### config.mk
export PLATFORM = sky130hd
export DESIGN_NAME = fetch_unit
export DESIGN_NICKNAME = d
export VERILOG_FILES = /design/src/rtl/fetch_unit_pkg.sv /design/src/rtl/fetch_buf.sv /design/src/rtl/fetch_unit.sv
export SDC_FILE = /design/constraint.sdc
export NUM_CORES = 1
export LEC_CHECK = 0
export CORE_MARGIN = 2
export CORE_UTILIZATION = 35
export CTS_CLUSTER_DIAMETER = 100
export DETAILED_ROUTE_END_ITERATION = 8
export GPL_ROUTABILITY_DRIVEN = 0
export SETUP_SLACK_MARGIN = 0.4
export SLEW_MARGIN = 20
export SYNTH_ARGS = -nofsm -noshare
export SYNTH_HDL_FRONTEND = slang
export SYNTH_SLANG_ARGS = --single-unit
### constraint.sdc
create_clock -name clk -period 2.6 [get_ports clk]
set_input_delay 0.39 -clock clk [delete_from_list [all_inputs] [get_ports clk]]
set_output_delay 0.39 -clock clk [all_outputs]
set_load 0.005 [all_outputs]
### src/rtl/fetch_unit_pkg.sv
// Shared types and default parameters for the instruction fetch unit.
package fetch_unit_pkg;

  // Fetch address after reset and instruction buffer depth (only 2 is supported).
  localparam logic [31:0] DEFAULT_RESET_PC  = 32'h0000_0000;
  localparam int          DEFAULT_BUF_DEPTH = 2;

  // IDLE: leaving reset, REQ: a request may issue, WAIT: one request outstanding.
  typedef enum logic [1:0] {
    S_IDLE = 2'd0,
    S_REQ  = 2'd1,
    S_WAIT = 2'd2
  } fetch_state_e;

  // One instruction buffer entry: the fetched word and the PC it came from.
  typedef struct packed {
`ifdef FETCH_MISALIGN_CHECK_EN
    logic        misaligned;
`endif
    logic [31:0] pc;
    logic [31:0] insn;
  } buf_entry_t;

endpackage

### src/rtl/fetch_buf.sv
// Two-entry FIFO of fetched {pc, insn} entries with a single-cycle flush.
// A write into a full buffer is accepted when a read completes in the same cycle.
// Flush wins over both read and write in the same cycle.
module fetch_buf
  import fetch_unit_pkg::*;
(
  input  logic       clk,
  input  logic       rst_n,
  input  logic       flush,
  input  logic       wr_en,
  input  buf_entry_t wr_data,
  input  logic       rd_en,
  output logic       valid,
  output logic [1:0] count,
  output buf_entry_t rd_data
);

  buf_entry_t mem [2];
  logic       wr_ptr;
  logic       rd_ptr;
  logic       full;
  logic       do_wr;
  logic       do_rd;

  assign valid   = (count != 2'd0);
  assign full    = (count == 2'd2);
  assign rd_data = mem[rd_ptr];
  assign do_rd   = rd_en && valid && !flush;
  assign do_wr   = wr_en && (!full || do_rd) && !flush;

  // Storage, pointers and occupancy; flush empties the buffer in one edge.
  always_ff @(posedge clk or negedge rst_n) begin
    if (!rst_n) begin
      mem[0] <= '0;
      mem[1] <= '0;
      wr_ptr <= 1'b0;
      rd_ptr <= 1'b0;
      count  <= 2'd0;
    end else if (flush) begin
      wr_ptr <= 1'b0;
      rd_ptr <= 1'b0;
      count  <= 2'd0;
    end else begin
      if (do_wr) begin
        mem[wr_ptr] <= wr_data;
        wr_ptr      <= ~wr_ptr;
      end
      if (do_rd) begin
        rd_ptr <= ~rd_ptr;
      end
      count <= count + {1'b0, do_wr} - {1'b0, do_rd};
    end
  end

endmodule

### src/rtl/fetch_unit.sv
// Instruction fetch unit: issues one word-aligned request at a time, buffers
// responses in a 2-entry FIFO and presents them to decode in program order.
// Execute-stage redirects flush the buffer and retarget the fetch PC; a
// response still in flight at redirect time is dropped.
// Handshakes: imem request transfers when imem_req && imem_ready; exactly one
// imem_rvalid per accepted request, in order; decode consumes when
// if_valid && id_ready, and if_pc/if_insn hold steady while not consumed.
// Optional feature macro: FETCH_MISALIGN_CHECK_EN adds if_misaligned.
module fetch_unit
  import fetch_unit_pkg::*;
#(
  parameter logic [31:0] RESET_PC  = DEFAULT_RESET_PC,
  parameter int          BUF_DEPTH = DEFAULT_BUF_DEPTH
) (
  input  logic        clk,
  input  logic        rst_n,
  input  logic        redirect_valid,
  input  logic [31:0] redirect_pc,
  output logic        imem_req,
  output logic [31:0] imem_addr,
  input  logic        imem_ready,
  input  logic        imem_rvalid,
  input  logic [31:0] imem_rdata,
  output logic        if_valid,
  output logic [31:0] if_pc,
  output logic [31:0] if_insn,
  input  logic        id_ready
`ifdef FETCH_MISALIGN_CHECK_EN
  , output logic      if_misaligned
`endif
);

  localparam logic [1:0] BUF_CAP = 2'(BUF_DEPTH);

  fetch_state_e state, state_n;
  logic [31:0]  fetch_pc, fetch_pc_n;
  logic [31:0]  req_pc, req_pc_n;
  logic         drop, drop_n;
  logic [31:0]  redirect_target;

  logic         buf_wr;
  logic         buf_rd;
  logic         buf_valid;
  logic [1:0]   buf_count;
  buf_entry_t   wr_entry;
  buf_entry_t   head;

  // Redirect targets are always forced onto a word boundary.
  assign redirect_target = {redirect_pc[31:2], 2'b00};
  assign imem_addr       = {fetch_pc[31:2], 2'b00};

  // FSM, fetch PC, outstanding-request PC and drop flag.
  always_ff @(posedge clk or negedge rst_n) begin
    if (!rst_n) begin
      state    <= S_IDLE;
      fetch_pc <= {RESET_PC[31:2], 2'b00};
      req_pc   <= '0;
      drop     <= 1'b0;
    end else begin
      state    <= state_n;
      fetch_pc <= fetch_pc_n;
      req_pc   <= req_pc_n;
      drop     <= drop_n;
    end
  end

  // Next-state, request issue and buffer write decisions.
  always_comb begin
    state_n    = state;
    fetch_pc_n = fetch_pc;
    req_pc_n   = req_pc;
    drop_n     = drop;
    imem_req   = 1'b0;
    buf_wr     = 1'b0;
    case (state)
      S_IDLE: begin
        state_n = S_REQ;
      end
      S_REQ: begin
        // Occupancy is the registered value: a full buffer blocks issue even
        // if decode drains an entry this cycle.
        imem_req = (buf_count < BUF_CAP) && !redirect_valid;
        if (imem_req && imem_ready) begin
          state_n    = S_WAIT;
          req_pc_n   = fetch_pc;
          fetch_pc_n = fetch_pc + 32'd4;
        end
      end
      S_WAIT: begin
        if (imem_rvalid) begin
          // A stale response (drop set) or one racing a redirect is discarded;
          // either way the slot is free and the next request may go out.
          state_n = S_REQ;
          drop_n  = 1'b0;
          buf_wr  = !drop && !redirect_valid;
        end else if (redirect_valid) begin
          drop_n = 1'b1;
        end
      end
      default: begin
        state_n = S_IDLE;
      end
    endcase
    // The latest redirect always wins the fetch PC.
    if (redirect_valid) begin
      fetch_pc_n = redirect_target;
    end
  end

`ifdef FETCH_MISALIGN_CHECK_EN
  logic mis_pend;

  // Remember a misaligned redirect until its first instruction is buffered.
  always_ff @(posedge clk or negedge rst_n) begin
    if (!rst_n) begin
      mis_pend <= 1'b0;
    end else if (redirect_valid) begin
      mis_pend <= |redirect_pc[1:0];
    end else if (buf_wr) begin
      mis_pend <= 1'b0;
    end
  end

  assign if_misaligned = buf_valid && head.misaligned;
`else
  logic unused_low_bits;
  assign unused_low_bits = ^redirect_pc[1:0];
`endif

  // Buffer entry assembled from the outstanding request PC and returned word.
  always_comb begin
    wr_entry      = '0;
    wr_entry.pc   = req_pc;
    wr_entry.insn = imem_rdata;
`ifdef FETCH_MISALIGN_CHECK_EN
    wr_entry.misaligned = mis_pend;
`endif
  end

  assign buf_rd = if_valid && id_ready;

  fetch_buf u_buf (
    .clk     (clk),
    .rst_n   (rst_n),
    .flush   (redirect_valid),
    .wr_en   (buf_wr),
    .wr_data (wr_entry),
    .rd_en   (buf_rd),
    .valid   (buf_valid),
    .count   (buf_count),
    .rd_data (head)
  );

  assign if_valid = buf_valid;
  assign if_pc    = buf_valid ? head.pc   : 32'd0;
  assign if_insn  = buf_valid ? head.insn : 32'd0;

endmodule

## Word level (Yosys, flattened, before mapping)

Cells that the tools add are included.

| word-level totals | value |
|---|---|
| bits in registers | 199 |
| output and inout bits | 98 |
| logic and storage cells | 77 |
| input port bits | 70 |

| cells by class | value |
|---|---|
| bitwise gates (word level) | 5 |
| add/subtract/negate cells | 3 |
| reduce and logical (&&, ||, !) cells | 25 |
| order comparisons | 4 |
| multiplexer cells | 24 |
| equal/unequal tests | 5 |

Operator list:

| operator | count |
|---|---|
| 2-to-1 mux 64 bit | 4 |
| 2-to-1 mux 32 bit | 5 |
| bitwise mux 128 bit | 1 |
| demux 64 bit (select 1 bit) | 1 |
| adder 32 x 3 -> 32 bit (second input constant) | 1 |
| nonzero test 2 bit | 6 |
| AND reduction 2 bit | 5 |
| logical AND 1 bit | 9 |
| 2-to-1 mux 1 bit | 9 |
| 2-to-1 mux 2 bit | 3 |
| one-hot mux 2 bit (3 select lines) | 1 |
| equality test 2 bit (second input constant) | 2 |
| greater-or-equal comparator 2 bit (second input constant) | 2 |
| inequality test 2 bit (second input constant) | 2 |
| inverter 1 -> 2 bit | 2 |
| zero test 1 bit | 3 |
| inverter 1 bit | 3 |
| adder 2 x 1 -> 2 bit | 1 |
| equality test 2 x 1 -> 1 bit (second input constant) | 1 |
| zero test 2 bit | 1 |
| < comparator 2 x 1 -> 1 bit (second input constant) | 1 |
| < comparator 2 bit (second input constant) | 1 |
| subtractor 2 x 1 -> 2 bit | 1 |
| logical OR 1 bit | 1 |

## Longest topological paths before layout

| depth | value |
|---|---|
| depth after elaboration | 10 |
| gate-level depth with buffers | 9 |
| mapped depth without buffers | 9 |

## Modules after synthesis

From an unflattened synthesis, not the netlist that was laid out.

| unflattened totals | value |
|---|---|
| cells, all modules | 789 |
| area total of the unflattened synthesis | 9529.1 sq um |

Modules (own cells, without submodules):

| module | area an instance (sq um) | seq. area each (sq um) | cells an instance | instances |
|---|---|---|---|---|
| fetch_buf | 6043.3 | 3303.2 | 366 | 1 |
| fetch_unit | 3485.8 | 1576.5 | 423 | 1 |

## Worst setup path after synthesis

Ideal clock, no wire load.

| timing | value |
|---|---|
| kind | input-to-reg |
| start point | in redirect_valid |
| end point | reg u_buf.count[0] |
| library setup time | 129 ps |
| arrival | 1875 ps |
| slack | 596 ps |
| path buffers | 3 |
| cell stages on the path | 8 |
| required time | 2471 ps |
| path through | buf_2 > buf_1 > buf_1 > nor2_1 > ha_1 > inv_1 > ha_1 > nor2b_1 |

| between the ends | value |
|---|---|
| cells in the longest elaborated chain, start to end | 9 |
| elaborated cells on any way between the ends | 11 |
| classes of those cells | 2 x add/sub; 3 x mux; 6 x reduce/logical |

Ends and longest elaborated chain:

| element | line | text |
|---|---|---|
| start: declaration | fetch_unit.sv:17 | `input logic redirect_valid,` |
| zero test 1 bit | fetch_buf.sv:28, fetch_buf.sv:29, fetch_unit.sv:95 |  |
| logical AND 1 bit | fetch_unit.sv:95 | `buf_wr = !drop && !redirect_valid;` |
| 2-to-1 mux 1 bit | fetch_unit.sv:90 | `if (imem_rvalid) begin` |
| 2-to-1 mux 1 bit | fetch_unit.sv:75 | `case (state)` |
| logical AND 1 bit (2 in series) | fetch_buf.sv:29 | `assign do_wr = wr_en && (!full \|\| do_rd) && !flush;` |
| adder 2 x 1 -> 2 bit | fetch_buf.sv:51 | `count <= count + {1'b0, do_wr} - {1'b0, do_rd};` |
| subtractor 2 x 1 -> 2 bit | fetch_buf.sv:51 |  |
| 2-to-1 mux 2 bit * | fetch_buf.sv:39 | `end else if (flush) begin` |
| end signal: assignment | fetch_buf.sv:51 |  |
| end: declaration | fetch_buf.sv:14 | `output logic [1:0] count,` |

Every way passes the cells marked *; elsewhere a longest branch is shown, timed or not.
A chain may end at the register's enable or synchronous reset.

## Final worst setup path

| timing | value |
|---|---|
| start point | reg u_buf.rd_ptr |
| end point | out if_insn[19] |

| between the ends | value |
|---|---|
| cells in the longest elaborated chain, start to end | 5 |

Ends and longest elaborated chain:

| element | line | text |
|---|---|---|
| start: declaration | fetch_buf.sv:20 | `logic rd_ptr;` |
| start signal: assignment | fetch_buf.sv:49 | `rd_ptr <= ~rd_ptr;` |
| inverter 1 -> 2 bit (not written as such) | fetch_buf.sv:27 | `assign rd_data = mem[rd_ptr];` |
| 2-to-1 mux 64 bit (not written as such) (3 in series) | fetch_buf.sv:27 |  |
| 2-to-1 mux 32 bit | fetch_unit.sv:156 | `assign if_insn = buf_valid ? head.insn : 32'd0;` |
| end: declaration | fetch_unit.sv:26 | `output logic [31:0] if_insn,` |

Every way passes these cells. The select of a mux whose other input is x is not followed.

==> metrics <==
Clk pwr share=0.327; Area Growth Syn to Fin=34.9%; clock-pin slew on the worst setup and hold paths=0.08 ns; Util after Layout=0.479; register area share after synthesis=0.537; CP max FO=14; first-pass GRT wire length=36300 um; die span in y=164 um; synthesized flop and latch total=191; row cnt=58; vias in the first global route=6517; logic gate share of total power=0.179; Final #Nets=1054; CP peak stage delay=0.58 ns; number of max-cap violations=0; cell family with most CP delay=buffers and inverters; VDD IR max=0.000386 V; Seq pwr share=0.494; Initial Util=0.355; CP Data Required Time=2.21 ns; Worst Path Arrival=2.01 ns; clk root buf=clkbuf_16; ANT cells=0; dpl hpwl=15300 um; top cell type's share of synthesized area=0.537; H-Tree Depth=4; Crit Path Class=reg2out; CP startpoint kind=flop; headroom to the max-slew limit=0.561; Hold Slack=0.369 ns; type of the worst min-delay path=in2reg; Core Box Area=25100 um^2; Worst Path Buf+Inv=2; Worst-Margin Slew=0.653 ns; status=complete, no violations; clock latency on the worst-skew pair=0.44 ns; Top-Level Pins=168; Final setup viols=0; fin. max-slew vios=0; Post-synth EDFFs=0; Post-Synthesis Cells=789; Switching Fraction=0.288; CTS buffer count=17; Ys Warns=0; Fin Clk Skew=0.0145 ns; CP max stage cell=dfrtp_4; minimum clock period=2.40 ns; CTS Sinks=191; number of DRC markers in iteration 0=356; full die area=26700 um^2; largest net degree at the start of global routing=66; asr flop ratio synth=1.00; synth unique cells=49; Synth Cell Area=8910 um^2; RSZ-0062 raised after global routing=true; leakage=5.76 nW; First-pass DRT Iterations=4; leading cell types in the layout, fill and taps excluded=dfrtp_1, clkdlybuf4s50_1, nand2_1; Power Density=673 nW/um^2; via count=6553; top_reg_cell synth=dfrtp_1; WL final=22800 um; commonest non-fill, non-tap cell in the layout=dfrtp_1; post-route ant nets=0; # port buffers=161; Syn Area/Cell=11.3 um^2; metal1 wirelength=11100 um; WL met2=10300 um; # fillers=2393; Finished Cell Area=12000 um^2; DRC errors left=0; die width=164 um; layout cell share with drive strength beyond 1=0.202; cells along the critical path=clkbuf_16 > mux2i_1 > nor2_1 > clkdlybuf4s50_1; top sig layer=met5; Crit. End Element=output port; Final period util=0.924; Vias/cell=4.95; met3 WL post-DR=1270 um; placed cell area=11000 um^2; initial antenna violation count=1; largest area contributor in the netlist=dfrtp_1; placed cells=1263; All-Layer GR Usage=0.174; wire length per cell=17.2 um; NetSw=2.33 mW; Max clock buf depth=2; top cells by area, synth=dfrtp_1, mux2_2, mux2i_1; gr ovfl total=0; fmax=0.416 GHz; Hold Vio Cnt, Final=0; Fin Setup TNS=0 ns; fin cells=1324; CTS tree=done; Int Pwr=5.76 mW
through the flow:
stage	power [mW]	setup WS, ns
2_1_floorplan	4.80	0.596
3_3_place_gp	5.42	0.275
3_5_place_dp	5.47	0.249
4_1_cts	8.17	0.199
5_1_grt	8.57	0.134
6_report	8.08	0.198
synth_stat cells (10+ instances only):
master,instances
buf_2,12
clkbuf_1,14
dfrtp_1,191
mux2_1,39
mux2_2,85
mux2i_1,63
nand2_1,127
nand3_1,15
nand4_1,11
nor2_1,80
nor2b_1,10
o21ai_0,16
what timing repair did:
item | CTS | global route
hold buffers | 1 | 0
cloned | 1 | 2
buffers inserted | 8 | 17
pin swaps | 4 | 1
endpoints found under the hold margin | 61 | 0
resized for setup | 22 | 27
setup endpoints to repair | 63 | 56
worst paths after layout:
kind / startpoint / cells past startpoint / end / slack (ns)
max reg2reg: u_buf.count[1]$_DFF_PN0_ / 9 / fetch_pc[14]$_DFFE_PN0N_ / 0.46
min: redirect_valid / 3 / u_buf.count[1]$_DFF_PN0_ / 0.37
max in group asynchronous: rst_n / 3 / fetch_pc[17]$_DFFE_PN0N_ / 1.34
min reg2reg: state[0]$_DFFE_PN0P_ / 1 / state[0]$_DFFE_PN0P_ / 0.48
max: u_buf.rd_ptr$_DFFE_PN0P_ / 4 / if_insn[19] / 0.20
min in group asynchronous: rst_n / 2 / u_buf.mem[1]$_DFFE_PN0P_ / 0.51
routing by layer:
layer | global-route usage | vias up
li1 | - | 3122
met1 | 0.250 | 3243
met2 | 0.265 | 168
met3 | 0.0434 | 18
met4 | 0.0395 | 2
met5 | 0 | -
worst register-to-register path: cells and delay by family, from the launching register on:
family | cells | cell delay (ns)
flops | 1 | 0.43
compound gates | 2 | 0.31
buf+inv | 4 | 0.68
simple gates | 3 | 0.60
power groups by stage:
stage | Clock (mW) | Sequential [mW] | Combinational (mW)
final | 2.64 | 3.99 | 1.45
after global routing | 2.86 | 4.08 | 1.63
after CTS | 2.72 | 3.99 | 1.45
after detailed placement | 0 | 4.06 | 1.41
after global placement | 0 | 4.03 | 1.38
after floorplan | 0 | 3.92 | 0.882
cell families after synthesis:
family,after synthesis,synth area share
compound gates,64,0.0471
xor+xnor,6,0.00590
fa+ha+maj,3,0.00421
buf+inv,58,0.0354
flops,191,0.537
mux,187,0.228
other cells,1,0.000421
simple gates,279,0.143
final cells by class:
type | count | area [um^2] | area share
multi-input combinational | 543 | 3870 | 0.322
timing repair buffer | 219 | 2320 | 0.193
tap | 330 | 413 | 0.0344
clock inverter | 15 | 170 | 0.0142
clock buffer | 17 | 425 | 0.0354
inverter | 9 | 33.8 | 0.00281
sequential | 191 | 4780 | 0.398
sequential cells by signal, indices dropped and copies added, names as in the netlist:
register	count
u_buf.rd_ptr	1
state	2
u_buf.count	2
fetch_pc	30
u_buf.wr_ptr	1
req_pc	30
u_buf.mem	124
drop	1
No activity file was read; power rests on OpenSTA's default activity.
